==> config.mk <==
export PLATFORM = sky130hd
export DESIGN_NAME = reg_write_arbiter
export DESIGN_NICKNAME = d
export VERILOG_FILES = /design/src/rtl/reg_write_arbiter.sv
export SDC_FILE = /design/constraint.sdc
export NUM_CORES = 1
export LEC_CHECK = 0
export ABC_AREA = 1
export CORE_MARGIN = 2
export CORE_UTILIZATION = 35
export DETAILED_ROUTE_END_ITERATION = 10
export SLEW_MARGIN = 25
export SYNTH_ARGS = -nofsm -noshare
export SYNTH_HDL_FRONTEND = slang
export SYNTH_SLANG_ARGS = --single-unit
==> constraint.sdc <==
create_clock -name clk -period 3.8 [get_ports clk]
set_clock_uncertainty 0.2 [all_clocks]
set_input_delay 1.14 -clock clk [delete_from_list [all_inputs] [get_ports clk]]
set_output_delay 1.14 -clock clk [all_outputs]
set_load 0.01 [all_outputs]
==> src/rtl/reg_write_arbiter.sv <==
// rtl/reg_write_arbiter.sv - register-file write port arbiter: pipeline writeback vs. queued long-latency results
// Optional build macro: REG_WAW_SQUASH_EN (pipeline writes kill older queued LL results to the same register)
module reg_write_arbiter #(
    parameter int DATA_W       = 32,
    parameter int ADDR_W       = 5,
    parameter int DEPTH        = 4,
    parameter int STARVE_LIMIT = 8
) (
    input  logic                       clk,
    input  logic                       reset,
    input  logic                       S3_WE,
    input  logic [ADDR_W-1:0]          S3_WS,
    input  logic [DATA_W-1:0]          S3_WD,
    input  logic                       ll_valid,
    input  logic [ADDR_W-1:0]          ll_ws,
    input  logic [DATA_W-1:0]          ll_wd,
    output logic                       ll_ready,
    output logic                       rf_we,
    output logic [ADDR_W-1:0]          rf_ws,
    output logic [DATA_W-1:0]          rf_wd,
    output logic [2**ADDR_W-1:0]       pending,
    output logic                       stall_req,
    output logic                       proto_err,
    output logic [$clog2(DEPTH+1)-1:0] count
);

    localparam int PTR_W = $clog2(DEPTH);
    localparam int CNT_W = $clog2(DEPTH+1);
    localparam int ST_W  = $clog2(STARVE_LIMIT+1);

    logic [ADDR_W-1:0] addr_q [DEPTH];
    logic [DATA_W-1:0] data_q [DEPTH];
    logic [PTR_W-1:0]  rd_ptr_q, rd_ptr_d, wr_ptr_q, wr_ptr_d;
    logic [CNT_W-1:0]  count_q, count_d;
    logic [ST_W-1:0]   starve_q, starve_d;
    logic              stall_q, stall_d, proto_q, proto_d;
    logic              rf_we_q, rf_we_d;
    logic [ADDR_W-1:0] rf_ws_q, rf_ws_d;
    logic [DATA_W-1:0] rf_wd_q, rf_wd_d;
    logic [DEPTH-1:0]  valid;
    logic [PTR_W-1:0]  offset;
    logic              pipe_req, push, pop, head_dead;

`ifdef REG_WAW_SQUASH_EN
    logic [DEPTH-1:0]  dead_q, dead_d;
`endif

    assign ll_ready  = !reset && (count_q < CNT_W'(DEPTH));
    assign pipe_req  = S3_WE && (S3_WS != '0);
    assign push      = ll_valid && ll_ready && (ll_ws != '0);
    assign pop       = !pipe_req && (count_q != '0);

`ifdef REG_WAW_SQUASH_EN
    assign head_dead = dead_q[rd_ptr_q];
`else
    assign head_dead = 1'b0;
`endif

    // Slot i is live when its distance from the read pointer is below the occupancy.
    always_comb begin
        valid  = '0;
        offset = '0;
        for (int i = 0; i < DEPTH; i++) begin
            offset   = PTR_W'(i) - rd_ptr_q;
            valid[i] = {1'b0, offset} < count_q;
        end
    end

    always_comb begin
        pending = '0;
        for (int i = 0; i < DEPTH; i++) begin
`ifdef REG_WAW_SQUASH_EN
            if (valid[i] && !dead_q[i]) pending[addr_q[i]] = 1'b1;
`else
            if (valid[i]) pending[addr_q[i]] = 1'b1;
`endif
        end
    end

    always_comb begin
        rd_ptr_d = pop  ? rd_ptr_q + PTR_W'(1) : rd_ptr_q;
        wr_ptr_d = push ? wr_ptr_q + PTR_W'(1) : wr_ptr_q;
        count_d  = count_q + CNT_W'(push) - CNT_W'(pop);

        rf_we_d  = 1'b0;
        rf_ws_d  = rf_ws_q;
        rf_wd_d  = rf_wd_q;
        if (pipe_req) begin
            rf_we_d = 1'b1;
            rf_ws_d = S3_WS;
            rf_wd_d = S3_WD;
        end else if (pop && !head_dead) begin
            rf_we_d = 1'b1;
            rf_ws_d = addr_q[rd_ptr_q];
            rf_wd_d = data_q[rd_ptr_q];
        end

        starve_d = starve_q;
        if (pop || count_q == '0) begin
            starve_d = '0;
        end else if (pipe_req && starve_q != ST_W'(STARVE_LIMIT)) begin
            starve_d = starve_q + ST_W'(1);
        end
        stall_d = (starve_d == ST_W'(STARVE_LIMIT));
        proto_d = proto_q || (stall_q && pipe_req);
    end

`ifdef REG_WAW_SQUASH_EN
    always_comb begin
        dead_d = dead_q;
        if (push) dead_d[wr_ptr_q] = 1'b0;
        if (pipe_req) begin
            for (int i = 0; i < DEPTH; i++) begin
                if (valid[i] && addr_q[i] == S3_WS) dead_d[i] = 1'b1;
            end
        end
    end
`endif

    // Payload storage needs no reset; validity comes from the pointers and count.
    always_ff @(posedge clk) begin
        if (push) begin
            addr_q[wr_ptr_q] <= ll_ws;
            data_q[wr_ptr_q] <= ll_wd;
        end
    end

    always_ff @(posedge clk) begin
        if (reset) begin
            rd_ptr_q <= '0;
            wr_ptr_q <= '0;
            count_q  <= '0;
            starve_q <= '0;
            stall_q  <= 1'b0;
            proto_q  <= 1'b0;
            rf_we_q  <= 1'b0;
            rf_ws_q  <= '0;
            rf_wd_q  <= '0;
`ifdef REG_WAW_SQUASH_EN
            dead_q   <= '0;
`endif
        end else begin
            rd_ptr_q <= rd_ptr_d;
            wr_ptr_q <= wr_ptr_d;
            count_q  <= count_d;
            starve_q <= starve_d;
            stall_q  <= stall_d;
            proto_q  <= proto_d;
            rf_we_q  <= rf_we_d;
            rf_ws_q  <= rf_ws_d;
            rf_wd_q  <= rf_wd_d;
`ifdef REG_WAW_SQUASH_EN
            dead_q   <= dead_d;
`endif
        end
    end

    assign rf_we     = rf_we_q;
    assign rf_ws     = rf_ws_q;
    assign rf_wd     = rf_wd_q;
    assign stall_req = stall_q;
    assign proto_err = proto_q;
    assign count     = count_q;

endmodule
Yosys cells after proc, flatten, opt, wreduce, memory -nomap -nowiden
Memory sizes are Yosys's and may differ from the RTL's. A register that Yosys moved wholly into a read port is not among the register bits. Cells that the tools add are included.

Register bits: 51. Memory bits (writable): 148. Input port bits: 78. Output and inout port bits: 76. Logic and storage cells: 84. Memories kept: 2.

Memories: data_q (words 4, width 32, rd ports 1, clocked after Yosys merged registers in 1, write ports 1, line 32) `logic [DATA_W-1:0] data_q [DEPTH];`; addr_q (words 4, width 5, rd ports 5, clocked after Yosys merged registers in 1, write ports 1, line 31) `logic [ADDR_W-1:0] addr_q [DEPTH];`.

Add/sub/neg operators: 9. Magnitude comparators: 13. Equal/unequal tests: 2. Muxes and demuxes: 26. Bitwise logic cells: 3. Reductions and logical operators: 20.

Operator list (count): 32-bit 2-to-1 mux (6); 32-bit OR (3); 5-bit by 6-bit < comparator with 1-bit output, second input constant (4); 1-bit demux with 5-bit select (4); 5-bit by 1-bit greater-or-equal comparator with 1-bit output, second input constant (4); 2-bit by 3-bit < comparator with 1-bit output (4); 1-bit logical AND (11); 5-bit 2-to-1 mux (2); 5-bit nonzero test (2); 1-bit 2-to-1 mux (8); 2-bit 2-to-1 mux (4); 4-bit 2-to-1 mux (2); 2-bit by 1-bit adder with 2-bit output, second input constant (2); 4-bit by 1-bit adder with 4-bit output, second input constant (1); 4-bit equality test, second input constant (1); 4-bit inequality test, second input constant (1); 1-bit by 2-bit subtractor with 2-bit output, first input constant (2); 2-bit subtractor, first input constant (2); 3-bit by 1-bit adder with 3-bit output (1); 3-bit zero test (1); 3-bit < comparator, second input constant (1); 3-bit nonzero test (1); 3-bit by 1-bit subtractor with 3-bit output (1); 1-bit zero test (2); other kinds (2) (3).

Logic depth before layout (Yosys ltp)
An unclocked memory read counts as a cell.

Word-level depth: 12. Depth in mapped cells: 13. Gate-level depth less buffers: 13.

Least setup slack after synthesis
OpenSTA, ideal clock, no wires.

Path kind: input-to-reg. Start: input port reset. End: memory addr_q[0][0], enable pin. Library setup time: 0.431 ns. Data arrival time: 3.216 ns. Data required time: 3.169 ns. Slack: -0.048 ns. Stages: 3. Buffers on the path: 0. Cell sequence: nor2_1 > nand3_1 > nor2_1.

Word-level cells in the longest chain between the ends: 6.

Ends and longest elaborated chain: start, declared (line 10) `input logic reset,`; 1-bit zero test (line 48) `assign ll_ready = !reset && (count_q < CNT_W'(DEPTH));`; 1-bit logical AND (line 48); 1-bit logical AND (2 in series) (line 50) `assign push = ll_valid && ll_ready && (ll_ws != '0);`; 1-bit 2-to-1 mux (line 122) `if (push) begin`; 1-bit 2-to-1 mux (implied by the code) (line 123) `addr_q[wr_ptr_q] <= ll_ws;`; end, declared (line 31).

No other way between the ends.

Worst setup path after layout
Start: register rd_ptr_q[1]. End: output port pending[19].

Word-level cells in the longest chain between the ends: 9. Elaborated cells on any way between the ends: 15. Those cells by class: add/sub (4); order compare (4); mux (4); bitwise (3).

Ends and longest elaborated chain: start, declared (line 33) `logic [PTR_W-1:0] rd_ptr_q, rd_ptr_d, wr_ptr_q, wr_ptr_d;`; start signal, assigned (line 143) `rd_ptr_q <= rd_ptr_d;`; 1-bit by 2-bit subtractor with 2-bit output (line 64) `offset = PTR_W'(i) - rd_ptr_q;`; 2-bit by 3-bit < comparator with 1-bit output (line 65) `valid[i] = {1'b0, offset} < count_q;`; 32-bit 2-to-1 mux (line 75) `if (valid[i]) pending[addr_q[i]] = 1'b1;`; 32-bit OR (no source line); 32-bit 2-to-1 mux (line 75); 32-bit OR (no source line); 32-bit 2-to-1 mux (line 75); 32-bit OR (no source line); 32-bit 2-to-1 mux * (line 75); end, declared (line 21) `output logic [2**ADDR_W-1:0] pending,`.

Mark *: on every way between the ends. The rest lies on a longest branch, timed or not.

==> run summary <==
The switching component of the power is 2.50 mW. The clock network latency to the later pin of the worst-skew pair came out at 0.50 ns. The total overflow reported by the global router is 0. The number of antenna diodes in the final layout is 0. The maximum number of pins on one net before global-route repair is 69. The normalized max-slew margin is 35.9%.

The floorplan row count came out at 60. The total number of vias is 7912. In the synthesized netlist the dominant register cell turns out to be sky130_fd_sc_hd__edfxtp_1. The number of max-cap violations is 0.

The horizontal die dimension is 169 um. The synthesized netlist contains 37 unique library cells. The die height is 169 um. The routability-driven placement congestion ratio came out at 0.909. The number of CTS-inserted buffers is 22.

From synthesis to final layout, the design area changed by 31.9%. The capture instance of the worst register-to-register path is count[2]. In this run the mean area of a mapped cell was 9.05 um2.

The power share of the sequential group is 36.5%. The worst hold path class is reg -> reg. The number of antenna violations at the first check in global routing is 0.

In this run the critical register-to-register path is launched from count[2]. The final-report max-slew violation count came out at 0. The average wire per standard cell came out at 16.5 um.

The DRC violations left came out at 0. The number of vias per cell came out at 4.95. The final worst-path cycle share came out at 97.9%. Timing analysis after detailed placement gives a worst setup slack of 0.101 ns.

Summed over all instances, the cell type with the most area after synthesis is sky130_fd_sc_hd__edfxtp_1. The overall global routing resource usage came out at 18.5%. After layout, the worst setup slack is 0.0799 ns.

At the pin with the least slew margin, the transition time is 0.961 ns. The number of filler instances in the final layout came out at 2507. The number of clock sinks came out at 201. The run finished with clean final reports. The worst IR drop on VDD came out at 0.241 mV. The wire length after detailed routing is 26400 um.

The async set-reset flop share out of synthesis came out at 0%. The internal power is 4.96 mW. The flop and latch count out of synthesis is 201. The depth of the worst hold-timing path is 2. The worst setup path is of the reg -> out kind. The leakage power total is 5.07 nW. STA classifies the critical path startpoint as a flop.

The setup-violating endpoint count in the final report is 0. The final layout net count is 1333. The remaining number of nets flagged by the antenna check after routing came out at 0. Overall power consumption after layout is estimated at 7.47 mW. TritonCTS built the clock tree. The fraction of layout instances using a drive strength above 1 is 12.7%. The number of warnings reported in the yosys synthesis log came out at 0. The starting DRC count in detailed routing came out at 739. The total iterations of the first detailed-routing run is 7. The length in cells of the worst reg-to-reg path came out at 11. Of the total power, combinational logic draws 33.9%. The startpoint identified for the worst hold timing path is rf_wd[24]. The HPWL after detailed placement came out at 17800 um. The worst slack on hold paths came out at 0.269 ns. The largest fanout on the critical path is 4. The total power density per cell area came out at 596 nW/um2.

Data on the critical path is required at its endpoint by 2.46 ns. The post-synthesis net count is 1141. Sorting the synthesized cells by area gives the leading types as sky130_fd_sc_hd__edfxtp_1, sky130_fd_sc_hd__dfxtp_1, sky130_fd_sc_hd__nand2_1.

The number of hold violations in the final report was 0. The clock network fraction of design power came out at 29.7%. The clock passes through at most 3 buffers. The starting density of the core came out at 35.5%.

The achievable frequency came out at 269 MHz. The number of levels the H-tree was split into came out at 1. STA classifies the critical path endpoint as a primary output. The total of hold buffers inserted after clock tree synthesis came out at 0. For this design the top-level I/O count stands at 154. The most common cell in the synthesized netlist is sky130_fd_sc_hd__nand2_1.

The tree is rooted in a sky130_fd_sc_hd__clkbuf_16. The number of cells produced by synthesis came out at 1050. The core region is 26800 um2. Yosys mapped a number of flops with a built-in enable equal to 148. The clock period minus final worst setup slack came out at 3.72 ns. The top cell type's share of synthesized area is 46.8%. The number of global-route vias before repair is 7781. The number of buffers inserted by port buffering is 153. The data arrival time of the critical path is 2.38 ns. The register-to-register setup slack is 1.45 ns.

The die footprint is 28500 um2. In this run switching power makes up 33.5% of total power. The global-route wire length before repair came out at 41900 um.

After synthesis, the most frequently instantiated cells are sky130_fd_sc_hd__nand2_1, sky130_fd_sc_hd__edfxtp_1, sky130_fd_sc_hd__nor2_1. The clock-pin transition on the worst setup and hold timing paths came out at 0.06 ns. In this run the cell area of the synthesized design comes to 9500 um2. The core occupancy in the finished layout is 46.8%.

For hold timing, the worst endpoint is rf_wd[24]. The share of the yosys chip area belonging to registers came out at 57.9%.
-- logic make-up (layout without fill, tap and decap cells) --
group / Yosys count / after routing / synth area share [%]
and+or+nand+nor: 546 / 546 / 25.2
AOI/OAI and AO/OA: 143 / 143 / 8.29
adders and majority gates: 13 / 13 / 1.79
buffers and inverters: 143 / 351 / 6.40
DFF: 201 / 201 / 57.9
xor gates and xnor gates: 4 / 4 / 0.369
-- power groups by stage --
stage	logic, mW	clock network, mW	registers [mW]
after floorplan	1.34	0	2.79
final	2.53	2.22	2.72
after global placement	2.33	0	2.75
after CTS	2.49	2.26	2.71
after global routing	2.81	2.34	2.75
after detailed placement	2.36	0	2.75
-- final cells by class --
class                   count  area, um2  area share, %
clock buffers              28        624           4.98
flip-flops and latches    201       5520           44.0
well taps                 341        427           3.40
clock inverters            12        144           1.15
inverters                  98        368           2.93
repair buffers            213       1960           15.7
multi-input cells         706       3490           27.9
-- how the worst max path moves through the flow --
| stage | depth (start not counted) | start | end | slack [ns] |
|---|---|---|---|---|
| 2_1_floorplan | 3 | reset | addr_q[0][0] | -0.05 |
| 3_3_place_gp | 14 | S3_WS[4] | count[2] | 0.1 |
| 3_5_place_dp | 14 | S3_WS[4] | count[2] | 0.10 |
| 4_1_cts | 11 | rd_ptr_q[1] | pending[25] | 0.0005 |
| 5_1_grt | 10 | rd_ptr_q[1] | pending[19] | -0.04 |
| 6_report | 10 | rd_ptr_q[1] | pending[19] | 0.08 |
-- stage by stage --
stage                     setup TNS (ns)  cells  instance area, um2
after floorplan                    -7.06   1050                9500
after global placement                 0   1535               11600
after detailed placement               0   1535               11600
after CTS                              0   1592               12500
after global routing             -0.0459   1599               12500
final                                  0   1599               12500
-- worst max-delay path: stages, from the launching register on --
cell	delay (ns)
sky130_fd_sc_hd__dfxtp_4	0.37
sky130_fd_sc_hd__xor2_4	0.19
sky130_fd_sc_hd__inv_1	0.06
sky130_fd_sc_hd__ha_1	0.29
sky130_fd_sc_hd__nand3_2	0.10
sky130_fd_sc_hd__nand2_4	0.10
sky130_fd_sc_hd__nor2_4	0.17
sky130_fd_sc_hd__buf_4	0.16
sky130_fd_sc_hd__nand2_1	0.06
sky130_fd_sc_hd__nand4_1	0.12
sky130_fd_sc_hd__dlygate4sd2_1	0.28
-- layer usage --
layer / GRT usage, % / part of all wire (%) / routed length (um) / up-vias
met5: 0 / 0 / 0 / -
met4: 4.24 / 1.6 / 414 / 0
met3: 3.69 / 5.9 / 1570 / 41
met2: 31.6 / 48 / 12600 / 241
met1: 24.4 / 45 / 11800 / 3726
li1: - / - / - / 3904
-- state kept, by name, indices dropped and copies added (netlist names), named ones only --
signal,flops
rd_ptr_q,2
addr_q,20
count,3
stall_req,1
data_q,128
starve_q,4
wr_ptr_q,2
rf_ws,5
rf_wd,32
proto_err,1
rf_we,1
-- repair_timing --
item | in CTS | in global routing
gates resized for setup | 59 | 37
setup buffers | 17 | 7
pin swaps | 4 | 11
setup endpoints to repair | 32 | 23
-- placed cells by master (no fill, tap or decap), types with 3 or more instances in the layout --
cell type	n
sky130_fd_sc_hd__clkinv_2	3
sky130_fd_sc_hd__clkbuf_8	3
sky130_fd_sc_hd__o21ai_0	73
sky130_fd_sc_hd__o22ai_1	3
sky130_fd_sc_hd__buf_12	5
sky130_fd_sc_hd__clkbuf_2	11
sky130_fd_sc_hd__nor3_4	3
sky130_fd_sc_hd__nor2_1	135
sky130_fd_sc_hd__nand2_1	257
sky130_fd_sc_hd__or2_2	5
sky130_fd_sc_hd__o211ai_1	24
sky130_fd_sc_hd__ha_1	12
sky130_fd_sc_hd__nand2_4	4
sky130_fd_sc_hd__clkinvlp_4	3
sky130_fd_sc_hd__nor2_4	12
sky130_fd_sc_hd__buf_4	51
sky130_fd_sc_hd__a21oi_1	26
sky130_fd_sc_hd__bufinv_16	3
sky130_fd_sc_hd__nand3_1	59
sky130_fd_sc_hd__or2_0	4
sky130_fd_sc_hd__buf_2	5
sky130_fd_sc_hd__clkdlybuf4s50_1	121
sky130_fd_sc_hd__nand2_2	5
sky130_fd_sc_hd__edfxtp_1	148
sky130_fd_sc_hd__nand4_1	31
sky130_fd_sc_hd__nor3_2	3
sky130_fd_sc_hd__dfxtp_1	49
sky130_fd_sc_hd__clkbuf_16	23
sky130_fd_sc_hd__clkinv_1	3
sky130_fd_sc_hd__buf_6	4
sky130_fd_sc_hd__clkdlybuf4s15_1	4
sky130_fd_sc_hd__nor3_1	21
sky130_fd_sc_hd__dlygate4sd2_1	12
sky130_fd_sc_hd__o21ai_1	14
sky130_fd_sc_hd__nand3_2	4
sky130_fd_sc_hd__inv_1	91
sky130_fd_sc_hd__inv_2	6
sky130_fd_sc_hd__xor2_1	3
(Power assumes the default switching activity.)
==> variant: new RTL, same flow settings <==
Make the reset (`reset`) asynchronous in one clocked block.
--- a/src/rtl/reg_write_arbiter.sv
+++ b/src/rtl/reg_write_arbiter.sv
@@ -125,7 +125,7 @@
         end
     end
 
-    always_ff @(posedge clk) begin
+    always_ff @(posedge clk or posedge reset) begin
         if (reset) begin
             rd_ptr_q <= '0;
             wr_ptr_q <= '0;
Function: differs if reset is asserted again (counterexample within 4 cycles, from zero or initial values and one cycle with reset high); with reset held inactive, the same outputs for 4 cycles.
==> variant against the unedited design <==
Non-clock buffer count fell by 9. Highest routed layer unchanged. First-iteration DRC count fell by 22%. Worst setup slack improved by 0.044 ns. Power barely moved. Final area fell by 5.1%. Routed wire length fell by 8.2%. Sequential cell count fell by 2. Synthesized area fell by 5.0%.
==> variant: results (changes against the unedited design) <==
[grt]
gr-usage-met1_pct=23.8  ; -0.62 points
number_of_global_route_vias_before_repair=6980  ; -10%
largest_net_degree_at_the_start_of_global_routing=52  ; -25%
grt_first_pass_wirelength_um=37700  ; -9.9%
global_route.usage.total_pct=18.4  ; -0.094 points
met3_usage_pct=3.52  ; -0.18 points

[hold_path]
holdPathEnd=rf_wd[30]$_DFFE_PP0P_
worst_hold_startpoint=rf_wd[30]$_DFFE_PP0P_

[yosys]
synth-xor-area-share_pct=0.485  ; +0.12 points
synth-seq-area-share_pct=63.4  ; +5.4 points
postSynth.asyncResetShare_pct=25.6  ; +26 points
syn_nets=1011  ; -11%
netlist_top_cells_count=sky130_fd_sc_hd__nand2_1, sky130_fd_sc_hd__edfxtp_1, sky130_fd_sc_hd__nand4_1

[setup_path]
timing.critical_path.from=rd_ptr_q[1]$_DFFE_PP0P_
critPathSlowestCell=sky130_fd_sc_hd__dfrtp_2
critical-path-top-delay-family=buffers and inverters
critPathArrivalTime_ns=2.34  ; -0.04 ns
cpPeakStageDelay_ns=0.45  ; +0.08 ns
r2r_slack_ns=1.30  ; -0.15 ns
worstReg2RegStart=count[2]$_DFF_PP0_

[power_and_ir_drop]
report.power.total_mw=7.47  ; about the same
leakagePower_nw=4.78  ; -5.8%
comb_pwr_mw=2.76  ; +9.1%
peakVddDrop_mv=0.351  ; +46%
p_int_mw=4.78  ; -3.7%

[layout]
finish.net_count=1208  ; -9.4%
num-fill-cells=2376  ; -5.2%
drive_gt1_share_pct=11.2  ; -1.5 points

[clocking]
clock_tree.buffer_depth=2  ; -1
post_cts.repair.setup_buffers=6  ; -11
htree_levels=4  ; +3
cts.clk_slew.worst_paths_ns=0.08  ; +0.02 ns

[status]
outcome=finished, final reports clean

[place]
placed_cells_incl_taps=1418  ; -7.6%
dp.final_hpwl_um=16200  ; -9.1%

[sta]
fmaxAchievable_mhz=272  ; +1.2%

[detailed_routing]
via_count_of_the_routed_design=7156  ; -9.6%
post_route_m1_wl_um=10700  ; -9.3%
dr.first_iter.drc_count=580  ; -22%

[variant: cell count changes after synthesis, sizes merged, moves of 24 or more]
cell    unedited run  this run
nand4             31        65
o21ai             88        11
nor2             147        45
dfrtp              0        51
nand2            266       388
o211ai            24         0
dfxtp             53         0
inv               97        66
[variant: final cells by class]
type,instances,area [um2],share of cell area [%]
repair buffers,204,1930,16.2
multi-input cells,629,2980,25.0
clock inverters,13,155,1.30
flip-flops and latches,199,5720,48.1
clock buffers,19,453,3.81
well taps,330,413,3.47
inverters,66,250,2.10
[variant: per-stage QoR]
stage / hold WS (ns) / area (um2) / util [%] / setup TNS [ns]
floorplan: 0.312 / 9030 / - / -7.44
global placement: 0.249 / 11300 / 44.6 / 0
detailed placement: 0.266 / 11300 / 44.6 / 0
CTS: 0.283 / 11900 / 47.1 / 0
global route: 0.292 / 11900 / 47.1 / -0.0299
finish: 0.283 / 11900 / 47.1 / 0
